<file path="config.mk">
export PLATFORM = sky130hd
export DESIGN_NAME = buffer_if_id
export DESIGN_NICKNAME = d
export VERILOG_FILES = /design/src/rtl/buffer_if_id.sv
export SDC_FILE = /design/constraint.sdc
export NUM_CORES = 1
export LEC_CHECK = 0
export CORE_MARGIN = 2
export CORE_UTILIZATION = 53
export CTS_BUF_LIST = sky130_fd_sc_hd__clkbuf_8
export DETAILED_ROUTE_END_ITERATION = 10
export PLACE_DENSITY_LB_ADDON = 0.05
export SLEW_MARGIN = 25
export SYNTH_ARGS = -nofsm -noshare
export SYNTH_HDL_FRONTEND = slang
export SYNTH_SLANG_ARGS = --single-unit
export TNS_END_PERCENT = 20
</file>
<file path="constraint.sdc">
create_clock -name clk -period 4.5 [get_ports clk]
set_clock_uncertainty 0.2 [all_clocks]
set_input_delay 1.125 -clock clk [delete_from_list [all_inputs] [get_ports clk]]
set_output_delay 1.125 -clock clk [all_outputs]
set_load 0.05 [all_outputs]
</file>
<file path="src/rtl/buffer_if_id.sv">
// rtl/buffer_if_id.sv - IF/ID instruction queue with head-entry field decode
module buffer_if_id #(
  parameter int DEPTH = 4,
  parameter int AW    = 2
) (
  input  logic          clk,
  input  logic          rst_n,
  input  logic          in_valid,
  input  logic [31:0]   in_instr,
  input  logic [31:0]   in_pc,
  output logic          in_ready,
  input  logic          flush,
  input  logic          out_ready,
  output logic          out_valid,
  output logic [31:0]   out_instr,
  output logic [31:0]   out_pc,
  output logic [31:0]   out_pc4,
  output logic [5:0]    op,
  output logic [4:0]    rs,
  output logic [4:0]    rt,
  output logic [4:0]    rd,
  output logic [4:0]    shamt,
  output logic [5:0]    funct,
  output logic [31:0]   imm_se,
  output logic [AW:0]   count
);

  localparam logic [AW:0] FULL = DEPTH[AW:0];

  logic [31:0]   instr_mem [DEPTH];
  logic [31:0]   pc_mem    [DEPTH];
  logic [AW-1:0] wr_ptr;
  logic [AW-1:0] rd_ptr;
  logic [AW:0]   cnt;
  logic          push;
  logic          pop;

  assign in_ready  = (cnt < FULL);
  assign out_valid = (cnt != '0);
  assign count     = cnt;

  assign push = in_valid && in_ready && !flush;
  assign pop  = out_valid && out_ready && !flush;

  // Pointers wrap naturally because DEPTH is a power of two.
  always_ff @(posedge clk or negedge rst_n) begin
    if (!rst_n) begin
      wr_ptr <= '0;
      rd_ptr <= '0;
      cnt    <= '0;
    end else if (flush) begin
      wr_ptr <= '0;
      rd_ptr <= '0;
      cnt    <= '0;
    end else begin
      if (push) wr_ptr <= wr_ptr + 1'b1;
      if (pop)  rd_ptr <= rd_ptr + 1'b1;
      case ({push, pop})
        2'b10:   cnt <= cnt + 1'b1;
        2'b01:   cnt <= cnt - 1'b1;
        default: cnt <= cnt;
      endcase
    end
  end

  // Storage is intentionally left unreset; the head is masked by out_valid.
  always_ff @(posedge clk) begin
    if (push) begin
      instr_mem[wr_ptr] <= in_instr;
      pc_mem[wr_ptr]    <= in_pc;
    end
  end

  assign out_instr = out_valid ? instr_mem[rd_ptr] : '0;
  assign out_pc    = out_valid ? pc_mem[rd_ptr]    : '0;
  assign out_pc4   = out_pc + 32'd4;

  assign op     = out_instr[31:26];
  assign rs     = out_instr[25:21];
  assign rt     = out_instr[20:16];
  assign rd     = out_instr[15:11];
  assign shamt  = out_instr[10:6];
  assign funct  = out_instr[5:0];
  assign imm_se = {{16{out_instr[15]}}, out_instr[15:0]};

endmodule

</file>
## Word level (Yosys, flattened, before mapping)

Memory sizes are Yosys's and may differ from the RTL's.
Cells that the tools add are included.

- Output and inout bits: 165
- Logic and storage cells: 32
- Flip-flop bits (word level): 7
- Memories: 2
- Memory bits (writable): 256

- Equality and inequality tests: 2
- Reductions and logical operators: 9
- $lt $le $gt $ge: 1
- $add $sub $neg: 5
- Mux-type cells: 10

Memories:

| name | words | width | read ports | clocked after memory_dff | wr ports | RTL line | text |
|---|---|---|---|---|---|---|---|
| instr_mem | 4 | 32 | 1 | 0 | 1 | 30 | `logic [31:0] instr_mem [DEPTH];` |
| pc_mem | 4 | 32 | 1 | 0 | 1 | 31 | `logic [31:0] pc_mem [DEPTH];` |

Operators by type and width:

| kind | number |
|---|---|
| 32-bit two-way mux | 2 |
| 32-bit by 3-bit adder with 32-bit output, second input constant | 1 |
| 2-bit two-way mux | 4 |
| 3-bit case mux with 2 select lines | 1 |
| 3-bit nonzero test | 2 |
| 2-bit by 1-bit adder with 2-bit output, second input constant | 2 |
| 1-bit logical AND | 4 |
| 2-bit nonzero test | 2 |
| 3-bit by 1-bit adder with 3-bit output, second input constant | 1 |
| 3-bit < comparator, second input constant | 1 |
| 3-bit two-way mux | 1 |
| 3-bit by 1-bit subtractor with 3-bit output, second input constant | 1 |
| 2-bit by 1-bit == test with 1-bit output, second input constant | 1 |
| 2-bit == test, second input constant | 1 |
| 1-bit two-way mux | 2 |
| 1-bit zero test | 1 |

## Depth between registers and ports, before layout

- Depth after elaboration: 6
- Gate-level depth with buffers: 13

## Worst setup path after synthesis

Ideal clock, no wire load.

- Path type: register to output
- Start point: reg cnt[0] (netlist: count[0])
- End point: out out_pc4[30]
- Path buffers: 3
- Arrival time: 4.779 ns
- Stages on the path, launching flop included: 14
- Data required time: 3.175 ns
- Path slack: -1.604 ns
- Path through: dfrtp_1 -> nor3_1 -> inv_1 -> clkbuf_1 -> clkbuf_1 -> clkbuf_1 -> nand2_1 -> inv_1 -> ha_1 -> nand2_1 -> nor2_4 -> nand4_2 -> nor3_2 -> xor2_1

- Longest elaborated chain between the ends: 3

RTL lines:

| element | RTL line | text |
|---|---|---|
| start, declared | 34 | `logic [AW:0] cnt;` |
| start signal, assigned | 59 | `2'b10: cnt <= cnt + 1'b1;` |
| start signal, assigned | 60 | `2'b01: cnt <= cnt - 1'b1;` |
| start signal, assigned | 61 | `default: cnt <= cnt;` |
| 3-bit nonzero test | 39 | `assign out_valid = (cnt != '0);` |
| via out_valid | 14 | `output logic out_valid,` |
| 32-bit two-way mux | 75 | `assign out_pc = out_valid ? pc_mem[rd_ptr] : '0;` |
| via out_pc[2] | 16 | `output logic [31:0] out_pc,` |
| 32-bit by 3-bit adder with 32-bit output | 76 | `assign out_pc4 = out_pc + 32'd4;` |
| end, declared | 17 | `output logic [31:0] out_pc4,` |

The timed path passes the listed nets, and every way through them passes these cells.

## Worst setup path after layout

- Start point: reg rd_ptr[0]
- End point: out out_pc4[31]

- Longest elaborated chain between the ends: 3

RTL lines:

| element | RTL line | text |
|---|---|---|
| start, declared | 33 | `logic [AW-1:0] rd_ptr;` |
| start signal, assigned | 57 | `if (pop) rd_ptr <= rd_ptr + 1'b1;` |
| memory read 4 x 32 bit | - |  |
| 32-bit two-way mux | 75 |  |
| 32-bit by 3-bit adder with 32-bit output | 76 |  |

Every way passes these cells.

==> run metrics <==
critical path class flop to output port; final period utilization 98.65%; RSZ-0062 raised after global routing yes; drt first-iter violations 255; Clock transition at path regs 0.06 ns; most frequent cells in the layout edfxtp_1 (256), clkdlybuf4s50_1 (187), and2_1 (54), mux4_2 (48), clkbuf_8 (45); CTS tree yes; filler instances 1346; critical-path cell list buf_4 > mux4_1 > nand4_2 > nor4_4 > and3_2 > nand3_2 > xnor2_1 > buf_12; CP Max Fanout 6; Avg Cell Area, Syn 18.05 um2; Post-CTS Hold Fix Bufs 0; M1 wire length 9041 um; Rows 53; Skew-Pair Late Insertion Delay 0.52 ns; fin crit period 4.439 ns; Post-synth EDFFs 256; TNS Setup 0 ns; Req. time, crit path 3.17 ns; vias in the first global route 6604; ratio of cells with drive above 1 in the final layout 23.84%; ANT cells 0; CP peak stage delay 0.49 ns; Post-Synthesis Cells 635; Slowest-stage cell, CP dfrtp_4; cell taking the most area after synthesis edfxtp_1; via count 6194; Root Buffer clkbuf_8; area grow syn2layout 31.76%; DR vias/cell 5.340; die height 151.1 um; Synth Flop Type edfxtp_1; Max Clock Freq 0.2253 GHz; Max-cap violations 0; startpoint types flop; port bufs 233; #FFs+latches synth 263; ranking of synthesized cells by area edfxtp_1 (67%), mux4_2 (9.4%), buf_4 (4.6%); Synth async-reset ratio 2.662%; initial antenna violation count 1; footprint of the multi-input gates 0.003082 mm2; Hold Fails Final Rpt 0; Yosys warnings 0; top-area cell type share of the netlist area 67.06%; crit path DAT 3.11 ns; CTS buffer count 42; Slew Limit Fails 0; sequential cell area 0.007874 mm2; endpoint class of the critical path output port; All-Layer GR Usage 20.39%; Final nets 926; Min-Delay Path Class flop to flop; largest net degree at the start of global routing 36; Final Setup Violations 0; Crit path buffers/inverters 2; GP Congestion 0.8003; post-synth cell types 47; detailed placement HPWL 15690 um; core area 0.02115 mm2; uppermost layer routed met5; Met2 Routed Length 12300 um; Slew Limit Headroom 61.69%; delay-heaviest family, CP simple AND/OR/NAND/NOR gates; WL met3 1441 um; Bufs on Longest Clock Path 3; status finished, final reports clean; post-DR wirelength/cell 20.04 um; first-pass GRT wire length 34760 um; Post-Syn Area 0.01146 mm2; Pre-antenna DRT Iters 4; IO Pins 234; antenna-violating nets left 0; Chip Width 151.1 um; CTS H-tree lvls 2; Post-Route WL 23240 um; register area share after synthesis 68.59%; Die Area 0.02282 mm2; Slew @ Worst Pin 0.5746 ns; Initial Util 54.19%; DRC 0; Sink Count 263; Syn Nets 710; most common cell after layout, fill and taps aside edfxtp_1; total gr overflow 0
-- cells in the mapped netlist, types with 3 or more instances --
cell type  count
inv_1         14
buf_2          3
nand4_1        5
o21ai_0        3
nor2_1        18
mux4_2        48
buf_6          5
xnor2_1       20
edfxtp_1     256
buf_4         71
ha_1           5
nand2_1       26
xor2_1        13
mux4_1        16
and3_1         4
nor3_1         4
nand3_1       11
clkbuf_1      10
and2_1        59
nor3_2         5
dfrtp_1        7
-- registers in the layout (all words and copies together) (netlist names) --
signal,count
instr_mem,128
pc_mem,128
count,3
rd_ptr,2
wr_ptr,2
-- final timing paths --
check | startpoint | to | slack (ns) | depth (start not counted)
setup / recovery | rd_ptr[0] | out_pc4[31] | 0.06 | 8
hold / removal | count[1] | count[1] | 0.40 | 2
setup reg to reg | count[2] | count[2] | 1.86 | 9
hold reg to reg | count[1] | count[1] | 0.40 | 2
max in group asynchronous | rst_n | rd_ptr[1] | 3.16 | 1
min in group asynchronous | rst_n | wr_ptr[0] | 0.66 | 1
-- logic make-up (layout without fill, tap and decap cells) --
group | count (synthesis) | count (layout) | share of synthesized area, %
DFF | 263 | 263 | 68.59
and+or+nand+nor | 155 | 155 | 8.208
buffers and inverters | 106 | 356 | 6.440
muxes | 65 | 65 | 13.18
xor gates and xnor gates | 33 | 33 | 2.521
AOI/OAI and AO/OA | 7 | 7 | 0.3384
adders and majority gates | 6 | 6 | 0.7204
-- through the flow --
step	hold slack (ns)	area, um2	util, %	cells	worst slack, ns
after floorplan	0.3616	11650	-	635	0.005484
after global placement	0.3732	14100	66.67	1073	0.4300
after detailed placement	0.4024	14100	66.67	1073	0.3356
after CTS	0.4036	14940	70.62	1153	0.01707
after global routing	0.4584	15100	71.40	1160	-0.09324
final	0.4049	15100	71.40	1160	0.06088
-- worst register-to-register path: stages, from the launching register on --
cell and delay, ns:
dfrtp_2 0.44, nor3_2 0.34, inv_2 0.21, buf_4 0.24, nand2_1 0.18, nor3_1 0.10, fa_1 0.42, nor4_1 0.23
a31oi_1 0.06, a21oi_1 0.14
-- area by class of cell --
type / instances / share of cell area [%]
inverters: 14 / 0.3728
flip-flops and latches: 263 / 52.13
repair buffers: 264 / 19.52
clock buffers: 45 / 4.100
clock inverters: 33 / 1.201
well taps: 275 / 2.278
multi-input cells: 266 / 20.40
-- layer usage --
metal,global-route usage [%],vias to the layer above
li1,-,2823
met1,24.71,3117
met3,5.090,36
met4,6.449,2
met2,36.11,216
met5,0,-
-- timing repair --
action	CTS	global route
endpoints found under the hold margin	0	0
endpoints found under the setup margin	40	31
pin swaps	1	4
resized for setup	4	26
buffers inserted	2	7
Power is not shown: default switching activity piles up to over one toggle a cycle in this logic, so the estimate is an artifact.
